==> src/rtl/mem_arbiter_pkg.sv <==
// Shared constants for the two-requester memory arbiter.
// Default widths and the requester index assignments live here.
package mem_arbiter_pkg;

    localparam int unsigned ADDR_W_DEFAULT = 30;
    localparam int unsigned DATA_W_DEFAULT = 32;

    localparam logic REQ_LSU    = 1'b0;
    localparam logic REQ_IFETCH = 1'b1;

    // Index of the granted requester for a one-hot (or all-zero) grant vector.
    function automatic logic gnt_to_id(input logic [1:0] gnt);
        return gnt[REQ_IFETCH];
    endfunction

endpackage

==> src/rtl/mem_arb_pick.sv <==
// Pure 2-way grant selection: request vector plus last winner -> one-hot grant.
// MEM_ARB_ROUNDROBIN_EN selects alternating grants on contention; otherwise r0 wins.
module mem_arb_pick
    import mem_arbiter_pkg::*;
(
    input  logic [1:0] req,
    input  logic       last_id,
    output logic [1:0] gnt
);

`ifndef MEM_ARB_ROUNDROBIN_EN
    logic unused_last_id;
    assign unused_last_id = last_id;
`endif

    always_comb begin
        gnt = req;
        if (req == 2'b11) begin
`ifdef MEM_ARB_ROUNDROBIN_EN
            // Contention goes to whoever did not win last time.
            gnt = (last_id == REQ_IFETCH) ? 2'b01 : 2'b10;
`else
            gnt = 2'b01;
`endif
        end
    end

endmodule

==> src/rtl/mem_arbiter.sv <==
// Two-requester single-port memory arbiter with one-cycle response routing.
// Define MEM_ARB_ROUNDROBIN_EN for round-robin contention; default is fixed priority (r0).
module mem_arbiter
    import mem_arbiter_pkg::*;
#(
    parameter int unsigned ADDR_W = ADDR_W_DEFAULT,
    parameter int unsigned DATA_W = DATA_W_DEFAULT
) (
    input  logic              clk,
    input  logic              rst_n,

    input  logic              r0_req,
    input  logic [ADDR_W-1:0] r0_addr,
    input  logic [DATA_W-1:0] r0_wdata,
    input  logic              r0_wr,
    output logic              r0_gnt,
    output logic [DATA_W-1:0] r0_rdata,
    output logic              r0_rvalid,

    input  logic              r1_req,
    input  logic [ADDR_W-1:0] r1_addr,
    input  logic [DATA_W-1:0] r1_wdata,
    input  logic              r1_wr,
    output logic              r1_gnt,
    output logic [DATA_W-1:0] r1_rdata,
    output logic              r1_rvalid,

    output logic              m_active,
    output logic [ADDR_W-1:0] m_addr,
    output logic [DATA_W-1:0] m_wdata,
    output logic              m_wr,
    input  logic [DATA_W-1:0] m_rdata,
    input  logic              m_valid
);

    logic [1:0] req_vec;
    logic [1:0] gnt_vec;
    logic       gnt_id;
    logic       own_vld;
    logic       own_id;
    logic       last_id;

    // Requests are masked during reset so no grant or memory strobe escapes.
    assign req_vec = {r1_req, r0_req} & {2{rst_n}};

    mem_arb_pick u_pick (
        .req     (req_vec),
        .last_id (last_id),
        .gnt     (gnt_vec)
    );

    assign r0_gnt   = gnt_vec[REQ_LSU];
    assign r1_gnt   = gnt_vec[REQ_IFETCH];
    assign gnt_id   = gnt_to_id(gnt_vec);
    assign m_active = r0_gnt | r1_gnt;

    always_comb begin
        m_addr  = r0_addr;
        m_wdata = r0_wdata;
        m_wr    = 1'b0;
        if (r1_gnt) begin
            m_addr  = r1_addr;
            m_wdata = r1_wdata;
            m_wr    = r1_wr;
        end else if (r0_gnt) begin
            m_wr    = r0_wr;
        end
    end

    always_ff @(posedge clk or negedge rst_n) begin
        if (!rst_n) begin
            own_vld <= 1'b0;
            own_id  <= REQ_LSU;
            last_id <= REQ_IFETCH;
        end else begin
            own_vld <= m_active;
            own_id  <= gnt_id;
            if (m_active) begin
                last_id <= gnt_id;
            end
        end
    end

    assign r0_rvalid = m_valid & own_vld & (own_id == REQ_LSU);
    assign r1_rvalid = m_valid & own_vld & (own_id == REQ_IFETCH);
    assign r0_rdata  = m_rdata;
    assign r1_rdata  = m_rdata;

endmodule
==> config.mk <==
export PLATFORM = sky130hd
export DESIGN_NAME = mem_arbiter
export DESIGN_NICKNAME = d
export VERILOG_FILES = /design/src/rtl/mem_arbiter_pkg.sv /design/src/rtl/mem_arb_pick.sv /design/src/rtl/mem_arbiter.sv
export SDC_FILE = /design/constraint.sdc
export NUM_CORES = 1
export LEC_CHECK = 0
export CAP_MARGIN = 0
export CORE_AREA = 5 5 111 113
export DETAILED_ROUTE_END_ITERATION = 8
export DIE_AREA = 0 0 116 118
export MAX_ROUTING_LAYER = met4
export PLACE_DENSITY_LB_ADDON = 0.2
export SETUP_SLACK_MARGIN = 0.4
export SYNTH_ARGS = -nofsm -noshare
export SYNTH_HDL_FRONTEND = slang
export SYNTH_HIERARCHICAL = 1
export SYNTH_SLANG_ARGS = --single-unit
==> constraint.sdc <==
create_clock -name clk -period 1.61 [get_ports clk]
set_clock_uncertainty 0.05 [all_clocks]
set_input_delay 0.2415 -clock clk [delete_from_list [all_inputs] [get_ports clk]]
set_output_delay 0.2415 -clock clk [all_outputs]
set_load 0.01 [all_outputs]
==> reports/results.ini <==
[clock_network]
cts-htree-levels = 1
clock_sinks = 2
clk_pin_slew_ns = 0.03
cts_tree = yes
cts_root_buffer = clkbuf_16
clockBufferDepth = 2
cts_made_buffers = 3

[global_route]
grt_pass1_wl_um = 9600
grt-ovfl-total = 0
antenna_found_initial = 0
grt_max_degree = 9
first_global_vias = 1774
grt.total_usage_pct = 9.11

[final_layout]
drive_gt1_share_pct = 55.3
nets = 465
diodes = 0
num-fill-cells = 1147
syn_to_final_growth_pct = 159

[floorplan]
num_rows = 39
initial_utilization_pct = 13.2
ios = 295
fp.dieW_um = 116
die_area_um2 = 13700
coreArea_um2 = 11200
die_height_um = 118

[timing]
slew_violations = 0
timing.hold.ws_ns = 0.375
rsz0062_at_grt = true
final-hold-violation-count = 0
worstMarginPinSlew_ns = 0.104
period_needed_ns = 1.84
slew_headroom_pct = 93.1
fin_ws_ns = -0.230
setup_viol = 65
fmax_mhz = 544
final.period_utilization_pct = 114

[outcome]
violations = negative setup slack
status = finished with violations

[synthesis]
ys_warn_count = 6
syn_area_um2 = 1490
synth_nets = 309
synthesis.instances = 146
avgSynthCellArea_um2 = 10.2

[place]
pre_cts_ws_ns = -0.943
port_buffers = 198
gp_congestion = 0.695
hpwl_um = 5170

[critical_path]
cp_top_family = buffers and inverters
crit_buf_inv = 6
critPathRequiredTime_ns = 1.32
startpoint_type = input pin
crit_path_end_kind = output port
critPathSlowestCell = mux2_4
critical_path_class = in -> out
arrival_ns = 1.55
cp_slowest_stage_delay_ns = 0.31
critical_path.max_fanout = 8
crit_top_cell = buf_12
crit_path_cell_trace = buf_6 -> and2_4 -> nor2b_4 -> buf_12 -> buf_12 -> buf_12 -> buf_16 -> mux2_4 -> buf_6

[route]
first_pass_iters = 4
wl_per_cell_um = 15.6
drt_iter0_drc = 13
drt-total-wl_um = 6930
via_per_inst = 3.63
antenna_left = 0
post-route-drc-count = 0
via_count = 1608

[power_and_ir_drop]
leakagePower_uw = 0.00169
power_density_nw_per_um2 = 400
total_power_uw = 1540
irDropWorstVdd_uv = 383

[hold_path]
hp-class = in -> async

[job]
maxCapViolations = 0

==> per-layer routing <==
layer	global-route usage (%)	vias to the layer above	share of wire, %
met5	-	-	0
met4	1.45	0	0.85
met3	4.27	5	15
met2	14.1	150	46
met1	10.9	706	38
li1	-	747	-
==> state kept, by name (all words and copies together), names as in the netlist <==
register and flops:
own_id 1, own_vld 1
==> metrics by stage <==
stage	utilization, %	area [um^2]	std cells	setup TNS, ns
floorplan	-	1510	146	0
global placement	28.3	3170	420	-55.65
detailed placement	28.3	3170	420	-55.52
CTS	33.8	3800	442	-10.78
global route	34.3	3840	443	-11.60
finish	34.3	3840	443	-9.67
==> worst min-delay path: stages <==
cell and delay [ns]:
buf_6 0.07, dlygate4sd3_1 0.53, buf_4 0.11
==> power breakdown <==
| group | internal [uW] | total [uW] | switching, uW |
|---|---|---|---|
| sequential | 54.0 | 55.5 | 1.52 |
| combinational | 803 | 1110 | 309 |
| clock | 316 | 371 | 55.1 |
| total | 1170 | 1540 | 366 |
==> layout make-up <==
| type | count | area (um^2) | share of cell area, % |
|---|---|---|---|
| clock buffers | 3 | 75.1 | 1.95 |
| multi-input cells | 72 | 1000 | 26.1 |
| flip-flops and latches | 2 | 50.0 | 1.30 |
| well taps | 143 | 179 | 4.65 |
| repair buffers | 223 | 2540 | 66.0 |
==> what timing repair did <==
action,CTS,global route
setup endpoints to repair,70,67
hold endpoints to repair,2,0
pin swaps,5,2
gates resized for setup,394,9
hold buffers,1,0
gates cloned,7,0
buffers inserted,11,1
==> layout by cell type (no fill, tap or decap) <==
cell type        count
and2_4               2
and3_1               1
buf_12               8
buf_16               8
buf_2                2
buf_4                3
buf_6               71
buf_8                3
clkbuf_16            3
clkdlybuf4s50_1    126
dfrtp_1              2
dlygate4sd2_1        1
dlygate4sd3_1        1
mux2_4              62
nand2_1              2
nand2_2              1
nor2_1               1
nor2b_4              1
o21ai_2              1
or2_4                1
==> worst max path at each step <==
stage | from | end | slack [ns] | cells past startpoint
6_report | r1_req | m_wdata[2] | -0.23 | 9
4_1_cts | rst_n | m_wdata[13] | -0.24 | 9
2_1_floorplan | r0_req | m_addr[0] | 0.12 | 5
3_5_place_dp | rst_n | m_addr[27] | -0.94 | 6
5_1_grt | r1_req | m_wdata[12] | -0.25 | 9
3_3_place_gp | rst_n | m_addr[27] | -0.94 | 6
(Power assumes the default switching activity.)
